<file path="config.mk">
export PLATFORM = sky130hd
export DESIGN_NAME = id_ex_bundle_reg
export DESIGN_NICKNAME = d
export VERILOG_FILES = /design/src/rtl/mips_pipe_pkg.sv /design/src/rtl/id_ex_bundle_reg_bundle_slot.sv /design/src/rtl/id_ex_bundle_reg.sv
export SDC_FILE = /design/constraint.sdc
export NUM_CORES = 1
export LEC_CHECK = 0
export CAP_MARGIN = 20
export CORE_ASPECT_RATIO = 1.5
export CORE_MARGIN = 4
export CORE_UTILIZATION = 35
export DETAILED_ROUTE_END_ITERATION = 16
export MAX_ROUTING_LAYER = met4
export PLACE_DENSITY = 0.61
export SLEW_MARGIN = 10
export SYNTH_ARGS = -nofsm -noshare
export SYNTH_HDL_FRONTEND = slang
export SYNTH_SLANG_ARGS = --single-unit
export TNS_END_PERCENT = 5
</file>
<file path="constraint.sdc">
create_clock -name clk -period 2.5 [get_ports clk]
set_input_delay 0.375 -clock clk [delete_from_list [all_inputs] [get_ports clk]]
set_output_delay 0.375 -clock clk [all_outputs]
set_load 0.01 [all_outputs]
</file>
<file path="src/rtl/mips_pipe_pkg.sv">
// Shared constants and bundle layout for the multi-issue MIPS pipeline registers.
// Default geometry matches the dual-issue core.
package mips_pipe_pkg;

    localparam logic [31:0] NOP_WORD    = 32'h0000_0000;
    localparam int          LANES_DEF   = 2;
    localparam int          INSTR_W_DEF = 32;
    localparam int          PC_W_DEF    = 32;
    localparam int          CNT_W_DEF   = 16;

    // Packed bundle for the default geometry; field order matches the slot storage word.
    typedef struct packed {
        logic [PC_W_DEF-1:0]                     pc;
        logic [LANES_DEF-1:0][INSTR_W_DEF-1:0]   instr;
        logic [LANES_DEF-1:0]                    lane_vld;
    } bundle_t;

endpackage

</file>
<file path="src/rtl/id_ex_bundle_reg_bundle_slot.sv">
// One bundle storage slot with a valid flag. Clearing zeroes the data so an
// empty slot always reads as an all-NOP bundle.
module bundle_slot #(
    parameter int W = 8
) (
    input  logic         clk,
    input  logic         reset,
    input  logic         load,
    input  logic         clear,
    input  logic [W-1:0] d,
    output logic [W-1:0] q,
    output logic         valid
);

    // Slot storage: clear wins over load, otherwise hold.
    always_ff @(posedge clk or negedge reset) begin
        if (!reset) begin
            q     <= {W{1'b0}};
            valid <= 1'b0;
        end else if (clear) begin
            q     <= {W{1'b0}};
            valid <= 1'b0;
        end else if (load) begin
            q     <= d;
            valid <= 1'b1;
        end
    end

endmodule

</file>
<file path="src/rtl/id_ex_bundle_reg.sv">
// ID->EX pipeline register for LANES-wide bundles: main slot drives EX, a skid
// slot absorbs one bundle so in_ready can be a flop with no path from out_ready.
module id_ex_bundle_reg
    import mips_pipe_pkg::*;
#(
    parameter int LANES   = LANES_DEF,
    parameter int INSTR_W = INSTR_W_DEF,
    parameter int PC_W    = PC_W_DEF,
    parameter int CNT_W   = CNT_W_DEF
) (
    input  logic                     clk,
    input  logic                     reset,
    input  logic                     flush,
    input  logic                     in_valid,
    output logic                     in_ready,
    input  logic [PC_W-1:0]          in_pc,
    input  logic [LANES*INSTR_W-1:0] in_instr,
    input  logic [LANES-1:0]         in_lane_vld,
    output logic                     out_valid,
    input  logic                     out_ready,
    output logic [PC_W-1:0]          out_pc,
    output logic [LANES*INSTR_W-1:0] out_instr,
    output logic [LANES-1:0]         out_lane_vld,
    output logic [CNT_W-1:0]         stall_cnt
);

    localparam int DW = PC_W + LANES*INSTR_W + LANES;

    logic          in_ready_r;
    logic [CNT_W-1:0] stall_cnt_r;
    logic          main_valid_r, skid_valid_r;
    logic [DW-1:0] main_data_r, skid_data_r;
    logic [DW-1:0] in_data_s, main_d_s;
    logic          push_s, pop_s;
    logic          main_load_s, main_clear_s, skid_load_s, skid_clear_s;
    logic          skid_valid_next_s;

    assign in_data_s = {in_pc, in_instr, in_lane_vld};
    assign push_s    = in_valid & in_ready_r;
    assign pop_s     = main_valid_r & out_ready;

    // Slot transition control; flush empties both slots and drops any push.
    always_comb begin
        main_load_s  = 1'b0;
        main_clear_s = 1'b0;
        skid_load_s  = 1'b0;
        skid_clear_s = 1'b0;
        main_d_s     = in_data_s;
        if (flush) begin
            main_clear_s = 1'b1;
            skid_clear_s = 1'b1;
        end else if (!main_valid_r) begin
            main_load_s = push_s;
        end else if (pop_s) begin
            if (skid_valid_r) begin
                main_load_s  = 1'b1;
                main_d_s     = skid_data_r;
                skid_clear_s = 1'b1;
            end else if (push_s) begin
                main_load_s = 1'b1;
            end else begin
                main_clear_s = 1'b1;
            end
        end else begin
            skid_load_s = push_s;
        end
    end

    // Next skid occupancy, used to register in_ready one cycle ahead.
    always_comb begin
        if (skid_clear_s) begin
            skid_valid_next_s = 1'b0;
        end else if (skid_load_s) begin
            skid_valid_next_s = 1'b1;
        end else begin
            skid_valid_next_s = skid_valid_r;
        end
    end

    bundle_slot #(.W(DW)) u_main (
        .clk   (clk),
        .reset (reset),
        .load  (main_load_s),
        .clear (main_clear_s),
        .d     (main_d_s),
        .q     (main_data_r),
        .valid (main_valid_r)
    );

    bundle_slot #(.W(DW)) u_skid (
        .clk   (clk),
        .reset (reset),
        .load  (skid_load_s),
        .clear (skid_clear_s),
        .d     (in_data_s),
        .q     (skid_data_r),
        .valid (skid_valid_r)
    );

    // in_ready flop: mirrors an empty skid slot.
    always_ff @(posedge clk or negedge reset) begin
        if (!reset) begin
            in_ready_r <= 1'b1;
        end else begin
            in_ready_r <= ~skid_valid_next_s;
        end
    end

    // Saturating stall counter; flush leaves it alone.
    always_ff @(posedge clk or negedge reset) begin
        if (!reset) begin
            stall_cnt_r <= {CNT_W{1'b0}};
        end else if (main_valid_r && !out_ready && (stall_cnt_r != {CNT_W{1'b1}})) begin
            stall_cnt_r <= stall_cnt_r + CNT_W'(1'b1);
        end
    end

    assign in_ready                          = in_ready_r;
    assign out_valid                         = main_valid_r;
    assign {out_pc, out_instr, out_lane_vld} = main_data_r;
    assign stall_cnt                         = stall_cnt_r;

endmodule

</file>
Yosys cells after proc, flatten, opt, wreduce, memory -nomap -nowiden:

Index checks and enable logic that the tools add are counted.

* bits in writable memories: 0
* bits in latches: 0
* register bits: 215
* memory bits (read-only): 0
* word-level logic and storage cells: 45
* memories kept: 0

* shift-type cells: 0
* divide/modulo/power cells: 0
* reduce and logical (&&, ||, !) cells: 5
* $lt $le $gt $ge: 0
* muxes and demuxes: 29
* multipliers: 0
* bitwise gates (word level): 3
* eq/ne operators: 1
* add/sub/neg operators: 1

Operators with widths (count)
* 2-to-1 mux 98 bit: 8
* 2-to-1 mux 1 bit: 21
* adder 16 x 1 -> 16 bit (second input constant): 1
* inequality test 16 bit (second input constant): 1
* nonzero test 2 bit: 2
* AND 1 bit: 2
* logical AND 1 bit: 2
* logical NOT 1 bit: 1
* NOT 1 bit: 1

Logic depth before layout (Yosys ltp):

Gate-level depths: netlist (run 1).

* depth after elaboration: 8
* mapped depth: 8

By module:

From an unflattened synthesis (run 1), not the netlist that was laid out.

* cells, all modules: 837
* area total of the unflattened synthesis: 10053.4 um2

By module, submodules not included
* bundle_slot: sequential area each 2477.4 um2, times used 2, area an instance 3972.6 um2, cells an instance 319
* id_ex_bundle_reg: sequential area each 426.7 um2, times used 1, area an instance 2108.3 um2, cells an instance 199

Worst setup path before layout (run 1):

No wires, ideal clock.

* path type: reg2reg
* start point: register stall_cnt_r[0], in the netlist stall_cnt[0]
* end point: register stall_cnt_r[1], in the netlist stall_cnt[1]
* stages on the path, launching flop included: 7
* period minus slack after synthesis: 1852 ps
* arrival: 1727 ps
* setup time: 125 ps
* path buffers: 1
* setup slack: 648 ps
* cell sequence: dfrtp_1 -> ha_1 -> nand4_1 -> or4_4 -> buf_6 -> and2_4 -> mux2_4

* word-level cells in the longest chain between the ends: 2
* elaborated cells on any way between the ends: 3

Ends and longest elaborated chain
* start: declaration: line id_ex_bundle_reg.sv:30 `logic [CNT_W-1:0] stall_cnt_r;`
* start signal: assignment: line id_ex_bundle_reg.sv:112 `stall_cnt_r <= {CNT_W{1'b0}};`
* start signal: assignment: line id_ex_bundle_reg.sv:114 `stall_cnt_r <= stall_cnt_r + CNT_W'(1'b1);`
* parallel branches: the longest is 2 deep, another holds adder 16 x 1 -> 16 bit

Parallel ways; which one is timed is not known.
A chain may end at the register's enable or synchronous reset.

Worst setup path in the final report (run 1):

* start point: register u_main.valid
* end point: output out_valid

RTL lines
* start: declaration: line id_ex_bundle_reg_bundle_slot.sv:12 `output logic valid`
* start signal: assignment: line id_ex_bundle_reg_bundle_slot.sv:19 `valid <= 1'b0;`
* start signal: assignment: line id_ex_bundle_reg_bundle_slot.sv:22 `valid <= 1'b0;`
* start signal: assignment: line id_ex_bundle_reg_bundle_slot.sv:25 `valid <= 1'b1;`
* end: declaration: line id_ex_bundle_reg.sv:19 `output logic out_valid,`

No word-level cell between the ends.

==> results of run 1 <==
==> Yosys cell counts (all sizes together) <==
library cell / number / area share
xnor2: 6 / 0.0057
mux2: 3 / 0.0041
nand3b: 1 / 0.00081
or3b: 1 / 0.00095
nor3: 1 / 0.00054
inv: 3 / 0.0012
a21oi: 102 / 0.055
nand4: 5 / 0.0050
nand4b: 2 / 0.0019
or2: 2 / 0.0014
and2: 1 / 0.00095
a31oi: 3 / 0.0020
mux2i: 98 / 0.11
nand2: 202 / 0.082
buf: 21 / 0.012
nand2b: 2 / 0.0014
xor2: 1 / 0.00095
or4: 2 / 0.0020
nor4: 2 / 0.0020
nand3: 8 / 0.0057
dfstp: 1 / 0.0028
o21ai: 2 / 0.0011
a211oi: 1 / 0.0014
dfrtp: 214 / 0.58
a211o: 1 / 0.00095
o211ai: 1 / 0.00081
nor2: 12 / 0.0049
clkbuf: 44 / 0.018
o2111ai: 1 / 0.00095
nor2b: 1 / 0.00068
o21a: 2 / 0.0016
o2bb2ai: 98 / 0.093
ha: 1 / 0.0014
==> repair_timing <==
item,CTS,global route
hold buffers,1,0
endpoints found under the hold margin,64,0
endpoints found under the setup margin,0,0
==> kinds of logic after synthesis <==
logic type	count (synthesis)
compound gates	211
xor+xnor	7
fa+ha+maj	1
buf+inv	68
flops	215
mux	101
simple gates	242
==> layer usage <==
| layer | vias up | global-route usage | wire length [um] |
|---|---|---|---|
| li1 | 3365 | - | - |
| met1 | 3588 | 0.229 | 11400 |
| met2 | 182 | 0.295 | 12600 |
| met3 | 31 | 0.0320 | 1280 |
| met4 | 0 | 0.0416 | 480 |
| met5 | - | - | 0 |
==> flip-flops by register name, summed over array words and instances (netlist names) <==
signal	cells
in_ready	1
u_main.valid	1
u_main.q	98
u_skid.valid	1
u_skid.q	98
stall_cnt	16
==> cell type report <==
class | instances | area [um2] | area share
clock inverter | 6 | 105 | 0.00826
antenna | 2 | 5.00 | 0.000393
clock buffer | 30 | 652 | 0.0512
multi-input combinational | 562 | 3610 | 0.283
tap | 333 | 417 | 0.0327
sequential | 215 | 5380 | 0.423
timing repair buffer | 241 | 2550 | 0.200
inverter | 3 | 11.3 | 0.000885
==> where the power goes <==
part | switching (W) | internal (W)
Sequential | 0.000160 | 0.00367
Combinational | 0.000561 | 0.000604
Clock | 0.00134 | 0.00212
==> per-stage QoR <==
| stage | std cells | total power (W) | cell area (um2) | util | hold WS (ns) |
|---|---|---|---|---|---|
| after global placement | 1353 | 0.00506 | 12000 | 0.462 | 0.392 |
| after detailed placement | 1353 | 0.00507 | 12000 | 0.462 | 0.399 |
| final | 1392 | 0.00845 | 12700 | 0.492 | 0.434 |
| after floorplan | 845 | 0.00429 | 9230 | - | 0.0794 |
| after CTS | 1390 | 0.00858 | 12700 | 0.492 | 0.423 |
| after global routing | 1390 | 0.00882 | 12700 | 0.492 | 0.434 |
==> path summary, 6_finish.rpt <==
| check | start | endpoint | cells after the start |
|---|---|---|---|
| setup / recovery | u_main.valid | out_valid | 1 |
| hold / removal | reset | stall_cnt[8] | 2 |
| setup reg to reg | stall_cnt[0] | stall_cnt[10] | 5 |
| hold reg to reg | u_main.q[15] | u_main.q[15] | 1 |
| max in group asynchronous | reset | u_main.q[44] | 3 |
| min in group clk | in_instr[51] | u_skid.q[53] | 3 |
==> reports/summary.txt, run 1 <==
Status: finished clean
Worst-Skew Late Latency: 0.50 ns
CTS buffer count: 22
Fillers: 2,381
VDD IR max: 0.450 mV
Synth Area per Inst: 10.9 um2
DR vias/cell: 5.15
Post-synthesis sequential area ratio: 0.583
Critical Path AT: 1.66 ns
Final worst slack: 0.470 ns
GRT overflow: 0
Cell count after synthesis: 845
# DRC: 0
Kind of critical path: reg2out
Initial drt markers: 223
Complex-gate fraction of the synthesized area: 0.157
Largest family of logic cells by synthesized area: compound AO/OA/AOI/OAI gates
Crit path buf inv count: 1
CP Cell Sequence: clkdlybuf4s50_1
RSZ-0062 raised after global routing: false
DRT Pass-1 Iters: 4
Initial Util: 0.357
Total clock sinks: 215
GR Util All Layers: 0.178
Drt wl/cell: 18.5 um
Pins Over Slew Limit: 0
Core Footprint: 25,900 um2
Most common cell after layout, fill and taps aside: clkdlybuf4s50_1
Final #Nets: 1,149
Simple-gate share of the synthesized area: 0.110
Power Density: 664 nW/um2
IO buf count: 218
Global-route wire length before repair: 41.0 mm
Maxcap violations: 0
Largest net degree at the start of global routing: 70
Final number of hold-violating endpoints: 0
Worst-margin pin slew: 0.594 ns
Num rows: 72
Full die area: 29,100 um2
Setup bufs post-CTS: 0
Cell Area, Synth: 9230 um2
Unique masters post-synth: 42
TNS Setup: 0 ns
Worst Clk Skew: 0.00935 ns
Post_cts resized: 0
Setup crit end kind: output port
Leak: 5.84 nW
Max Clock Freq: 493 MHz
Area grow syn2layout: 37.9%
CP required: 2.12 ns
Syn. warnings: 0
Die span in y: 207 um
Syn_nets: 949
CP max FO: 9
CP top delay family: buffers and inverters
Max clock buf depth: 3
Crit-path slowest cell: clkdlybuf4s50_1
CTS H-tree lvls: 1
Post-DP HPWL: 16.2 mm
R2R Setup Slk: 0.51 ns
CTS tree: yes
Root Buffer: clkbuf_16
Final setup fails: 0
Clock slew at reported path FFs: 0.07 ns
Crit-path max cell delay: 0.62 ns
Layout cells sized above 1: 0.0681
Final period util: 0.812
Routed wire length: 25.7 mm
Area share of fa/ha/maj cells after synthesis: 0.00136
Most frequent cells in the layout: clkdlybuf4s50_1, dfrtp_1, nand2_1
Vias in the first global route: 7,273
Pre-CTS WS: 0.135 ns
Initial antenna violation count: 0
Mux cell area share after synthesis: 0.110
DR vias: 7,166
Die width: 141 um
Antenna Nets Post-Route: 0
Top Ports: 219
Worst slew margin: 0.604
Synth Area in XOR/XNOR: 0.00664
Setup crit start kind: flip-flop
Synthesis-stage register bit count: 215
Fin crit period: 2.03 ns
Worst Hold Class: in2async
GP Congestion: 0.755
No activity file was read; power rests on OpenSTA's default activity.
==> run 2: changes to the inputs <==
==> constraint.sdc (replaced) <==
create_clock -name clk -period 2.1 [get_ports clk]
set_input_delay 0.315 -clock clk [delete_from_list [all_inputs] [get_ports clk]]
set_output_delay 0.315 -clock clk [all_outputs]
set_load 0.01 [all_outputs]
==> run 2 against run 1 <==
Compared with the run above:
- global-route usage increased by 0.20 points
- cell count increased by 1.0%
- register-to-register slack got worse by 0.28 ns
- worst hold slack got worse by 0.11 ns
- clock power increased by 5%
- sequential share of layout area about the same
- first-iteration DRC count increased by 45%
==> reports/summary.txt, run 2 (synthesized netlist as in run 1, its figures left out) <==
GRT overflow: 0 (unchanged)
Largest net degree at the start of global routing: 64 (-8.6%)
CP Cell Sequence: clkdlybuf4s50_1
Worst Hold Class: in2async
Initial Util: 0.357 (unchanged)
Setup crit start kind: flip-flop
Most common cell after layout, fill and taps aside: clkdlybuf4s50_1
Status: finished clean
Leak: 5.87 nW (+0.39%)
Fillers: 2,402 (+0.88%)
CP top delay family: buffers and inverters
CTS buffer count: 22 (unchanged)
Top Ports: 219 (unchanged)
GP Congestion: 0.751 (-0.56%)
Vias in the first global route: 7,410 (+1.9%)
Final period util: 0.932
Crit-path slowest cell: clkdlybuf4s50_1
Critical Path AT: 1.64 ns (-0.02 ns)
VDD IR max: 0.519 mV (+16%)
Antenna Nets Post-Route: 0 (unchanged)
RSZ-0062 raised after global routing: false
Fin crit period: 1.96 ns
Most frequent cells in the layout: clkdlybuf4s50_1, dfrtp_1, nand2_1
Initial drt markers: 323 (+45%)
Routed wire length: 25.9 mm (+0.64%)
Post-DP HPWL: 16.7 mm (+3.3%)
Power Density: 752 nW/um2 (+13%)
Max clock buf depth: 3 (unchanged)
TNS Setup: 0 ns (unchanged)
Sequential Power Share: 0.475 (+0.022)
Post_cts resized: 0 (unchanged)
Layout cells sized above 1: 0.0801 (+0.0120)
Core Footprint: 25,900 um2 (unchanged)
R2r endpoint: stall_cnt[1]
Setup crit end kind: output port
Switching Share: 0.259 (+0.0152)
Max Clock Freq: 511 MHz
Fin area: 12,700 um2 (about the same)
Root Buffer: clkbuf_16
Crit-path max cell delay: 0.61 ns (about the same)
Maxcap violations: 0 (unchanged)
CTS tree: yes
Crit path buf inv count: 1 (unchanged)
Net Sw Power: 0.00248 W (+20%)
CP required: 1.78 ns (-0.34 ns)
CP startpoint: u_main.valid
# diodes: 0 (-2)
Area grow syn2layout: 37.9% (about the same)
Die span in y: 207 um (unchanged)
Launch point of the worst reg-to-reg path: stall_cnt[11]
Final setup fails: 0 (unchanged)
Die width: 141 um (unchanged)
Worst-Skew Late Latency: 0.50 ns (about the same)
Kind of critical path: reg2out
Worst Clk Skew: 0.00733 ns (-0.00202 ns)
Worst slew margin: 0.715 (+0.111)
CTS H-tree lvls: 1 (unchanged)
Drt wl/cell: 18.4 um (-0.36%)
DR vias: 7,209 (+0.60%)
# DRC: 0 (unchanged)
Global-route wire length before repair: 41.6 mm (+1.4%)
Placed cell area: 12,100 um2 (+0.92%)
Initial antenna violation count: 0 (unchanged)
DR vias/cell: 5.13 (-0.40%)
Register-to-Register Path Depth: 4 (-1)
IO buf count: 218 (unchanged)
Total clock sinks: 215 (unchanged)
Clock share of power: 0.379 (-0.030)
Num rows: 72 (unchanged)
Final number of hold-violating endpoints: 0 (unchanged)
Pins Over Slew Limit: 0 (unchanged)
Hold buffers post-CTS: 1 (unchanged)
Worst-margin pin slew: 0.428 ns (-0.167 ns)
Setup bufs post-CTS: 0 (unchanged)
R2R Setup Slk: 0.23 ns (-0.28 ns)
Pint: 0.00710 W (+11%)
DRT Pass-1 Iters: 4 (unchanged)
Comb pwr share: 0.146 (+0.008)
Full die area: 29,100 um2 (unchanged)
Clock slew at reported path FFs: 0.06 ns (about the same)
CP max FO: 9 (unchanged)
GR Util All Layers: 0.180 (+0.00200)
Final #Nets: 1,162 (+1.1%)
run 2: metal layers:
metal  up-vias  GRT usage  wire, um
li1       3388          -         -
met1      3599      0.232     11000
met2       192      0.300     12900
met3        30     0.0307      1450
met4         0     0.0395       490
met5         -          -         0
run 2: worst max-delay path by stage:
stage                     slack [ns]             to  cells past startpoint
after floorplan                 0.25   stall_cnt[1]                      6
after global placement         -0.09  stall_cnt[15]                      5
after detailed placement       -0.13  stall_cnt[15]                      5
after CTS                       0.11      out_valid                      1
after global routing            0.04      out_valid                      1
final                           0.14      out_valid                      1
run 2: layout make-up:
class | instances | area, um2 | area share
flip-flops and latches | 215 | 5380 | 0.423
multi-input cells | 562 | 3610 | 0.283
repair buffers | 254 | 2660 | 0.209
clock buffers | 27 | 591 | 0.0464
well taps | 333 | 417 | 0.0327
clock inverters | 12 | 62.6 | 0.00491
inverters | 3 | 11.3 | 0.000885
run 2: through the flow:
step | setup slack (ns) | cells | total power, W | hold slack, ns | utilization
3_3_place_gp | -0.0863 | 1366 | 0.00603 | 0.268 | 0.467
2_1_floorplan | 0.248 | 845 | 0.00511 | 0.0194 | -
6_report | 0.143 | 1406 | 0.00958 | 0.321 | 0.492
5_1_grt | 0.0375 | 1406 | 0.0100 | 0.353 | 0.492
3_5_place_dp | -0.126 | 1366 | 0.00605 | 0.268 | 0.467
4_1_cts | 0.108 | 1406 | 0.00973 | 0.328 | 0.492
run 2: power groups by stage:
stage	clock network, W	registers [W]	logic [W]
6_report	0.00363	0.00455	0.00139
3_3_place_gp	0	0.00463	0.00141
4_1_cts	0.00375	0.00456	0.00142
3_5_place_dp	0	0.00463	0.00142
2_1_floorplan	0	0.00467	0.000432
5_1_grt	0.00390	0.00458	0.00152
==> run 3: changes to the inputs <==
--- a/config.mk
+++ b/config.mk
@@ -5,13 +5,14 @@
 export SDC_FILE = /design/constraint.sdc
 export NUM_CORES = 1
 export LEC_CHECK = 0
+export ABC_AREA = 1
 export CAP_MARGIN = 20
 export CORE_ASPECT_RATIO = 1.5
 export CORE_MARGIN = 4
 export CORE_UTILIZATION = 35
 export DETAILED_ROUTE_END_ITERATION = 16
 export MAX_ROUTING_LAYER = met4
-export PLACE_DENSITY = 0.61
+export PLACE_DENSITY = 0.6
 export SLEW_MARGIN = 10
 export SYNTH_ARGS = -nofsm -noshare
 export SYNTH_HDL_FRONTEND = slang
==> run 3 against run 2 <==
Compared with the run above:
- flip-flop and latch count did not move
- global-route usage rose by 0.60 points
- critical path type unchanged
- setup slack improved by 0.049 ns
- worst hold slack got worse by 0.0014 ns
- core utilization fell by 1.1 points
- cell count rose by 19%
- wire length rose by 5.0%
- final area rose by 2.5%
- clock skew fell by 0.00099 ns
- non-clock buffer count fell by 6
==> reports/summary.txt, run 3 <==
Area grow syn2layout: 35.7%
Core Footprint: 27,100 um2 (+4.9%)
CP max FO: 4 (-5)
IO buf count: 218 (unchanged)
Post-DP HPWL: 18.1 mm (+8.2%)
Hold buffers post-CTS: 1 (unchanged)
Syn. warnings: 0 (unchanged)
Main area contributors after synthesis: dfrtp_1, nand2_1, o211ai_1
Crit-path max cell delay: 0.64 ns (+0.03 ns)
Global-route wire length before repair: 44.7 mm (+7.3%)
Worst Clk Skew: 0.00635 ns (-0.000988 ns)
Post_cts resized: 0 (unchanged)
Cell count after synthesis: 1,120 (+33%)
Post-synth top flop: dfrtp_1
Met3 usage in global routing: 0.0217 (-0.00891)
CP Cell Sequence: clkdlybuf4s50_1
Fin crit period: 1.91 ns (-0.0493 ns)
Initial drt markers: 367 (+14%)
Worst Hold Class: in2async
Post-synthesis async set-or-reset flop share: 1.00 (unchanged)
Die width: 143 um (+2.0%)
Max Clock Freq: 524 MHz (+2.6%)
Crit path buf inv count: 1 (unchanged)
DR vias: 8,244 (+14%)
Synth Area per Inst: 8.59 um2 (-21%)
Met2 Track Usage GR: 0.320 (+0.0200)
GRT met1 Usage: 0.230 (-0.00141)
Crit-path slowest cell: clkdlybuf4s50_1
CTS tree: yes
DR vias/cell: 4.92 (-4.1%)
Worst-Skew Late Latency: 0.50 ns (about the same)
Final number of hold-violating endpoints: 0 (unchanged)
Most common cell after layout, fill and taps aside: nand2_1
Final period util: 0.909 (-0.0235)
Hold WS: 0.319 ns (-0.00142 ns)
Maxcap violations: 0 (unchanged)
Initial Util: 0.355 (-0.00247)
Layout cells sized above 1: 0.0562 (-0.0239)
EDFF count, synth: 0 (unchanged)
Pins Over Slew Limit: 0 (unchanged)
RSZ-0062 raised after global routing: false
Drt wl/cell: 16.2 um (-12%)
Critical Path AT: 1.59 ns (-0.05 ns)
Max clock buf depth: 3 (unchanged)
Top Ports: 219 (unchanged)
Routed wire length: 27.2 mm (+5.0%)
Largest net degree at the start of global routing: 101 (+58%)
Unique masters post-synth: 26 (-38%)
Cell Area, Synth: 9620 um2 (+4.2%)
Setup bufs post-CTS: 0 (unchanged)
Total clock sinks: 215 (unchanged)
Setup crit end kind: output port
GRT overflow: 0 (unchanged)
Power Density: 780 nW/um2 (+3.7%)
CP top delay family: buffers and inverters
CP required: 1.78 ns (about the same)
GP Congestion: 0.783 (+4.3%)
Kind of critical path: reg2out
Setup crit start kind: flip-flop
VDD IR max: 0.514 mV (-0.94%)
Root Buffer: clkbuf_16
Final setup fails: 0 (unchanged)
Antenna Nets Post-Route: 0 (unchanged)
TNS Setup: 0 ns (unchanged)
CTS H-tree lvls: 1 (unchanged)
Vias in the first global route: 8,366 (+13%)
Final #Nets: 1,422 (+22%)
# DRC: 0 (unchanged)
Leak: 6.56 nW (+12%)
Syn_nets: 1,224 (+29%)
Worst slew margin: 0.685 (-0.0301)
Synth top area share: 0.557 (-0.0234)
Full die area: 30,300 um2 (+4.0%)
Worst-margin pin slew: 0.473 ns (+0.0452 ns)
DRT Pass-1 Iters: 4 (unchanged)
Post-synthesis sequential area ratio: 0.559 (-0.0235)
Area leader, netlist: dfrtp_1
Clock slew at reported path FFs: 0.06 ns (about the same)
Most frequent cells in the layout: nand2_1, clkdlybuf4s50_1, dfrtp_1
GR Util All Layers: 0.186 (+0.00598)
Most numerous cell in the Yosys netlist: nand2_1
Commonest cells in the netlist: nand2_1, dfrtp_1, inv_1
Num rows: 74 (+2.8%)
Initial antenna violation count: 1 (+1)
CTS buffer count: 22 (unchanged)
GRT Max-Usage Layer: met2
Status: finished clean
Die span in y: 211 um (+2.0%)
Synthesis-stage register bit count: 215 (unchanged)
## run 3: cell count changes after synthesis, moves of 97 or more
cell       change
o21ai_0       +97
o2bb2ai_1     -98
mux2i_1       -98
o211ai_1      +97
nand2_1      +157
inv_1        +109
## run 3: power breakdown
part	leakage, nW	internal, W	switching (W)
Clock	0.347	0.00228	0.00164
Combinational	3.31	0.000799	0.000796
Sequential	2.91	0.00443	0.000230
## run 3: logic make-up (layout without fill, tap and decap cells)
logic type                 after synthesis  after routing  synth area share
other                                    0              1                 0
DFF                                    215            215             0.559
AOI/OAI and AO/OA                      310            310             0.187
buffers and inverters                  191            405            0.0842
adders and majority gates                1              1           0.00130
and+or+nand+nor                        397            397             0.163
xor gates and xnor gates                 6              6           0.00546
## run 3: final timing paths
check | from | slack, ns | depth (start not counted) | end
min in group clk | in_instr[44] | 0.37 | 3 | u_skid.q[46]
min | reset | 0.32 | 2 | u_main.q[93]
min reg2reg | u_main.q[93] | 0.48 | 2 | u_main.q[93]
max in group asynchronous | reset | 1.07 | 3 | in_ready
max | u_main.valid | 0.19 | 1 | out_valid
max reg2reg | stall_cnt[1] | 0.46 | 9 | stall_cnt[10]
## run 3: through the flow
step           cells  total power [W]  area, um2  worst slack, ns   util
6_report        1677           0.0102      13000            0.192  0.481
5_1_grt         1677           0.0107      13000           0.0690  0.481
4_1_cts         1676           0.0103      13000            0.131  0.481
3_5_place_dp    1635          0.00636      12300           0.0906  0.454
3_3_place_gp    1635          0.00634      12300            0.122  0.454
2_1_floorplan   1120          0.00536       9620            0.497      -
## run 3: worst reg2reg max path, delay by kind of cell, from the launching register on
family	cells	cell delay [ns]
AND/OR/NAND/NOR	5	0.52
AO/OA/AOI/OAI	1	0.07
flip-flops	1	0.41
buffers and inverters	2	0.25
adder cells (fa/ha/maj)	1	0.29
## run 3: cell type report
type                    count  area (um2)
inverters                 117         439
diodes                      1        2.50
repair buffers            248        2640
fillers                  2575       14100
multi-input cells         714        3440
clock buffers              34         657
clock inverters             6        63.8
well taps                 342         428
flip-flops and latches    215        5380
## run 3: routing by layer
metal | vias to the layer above | part of all wire
met3 | 45 | 0.038
li1 | 4056 | -
met5 | - | 0
met4 | 0 | 0.026
met2 | 181 | 0.52
met1 | 3962 | 0.42
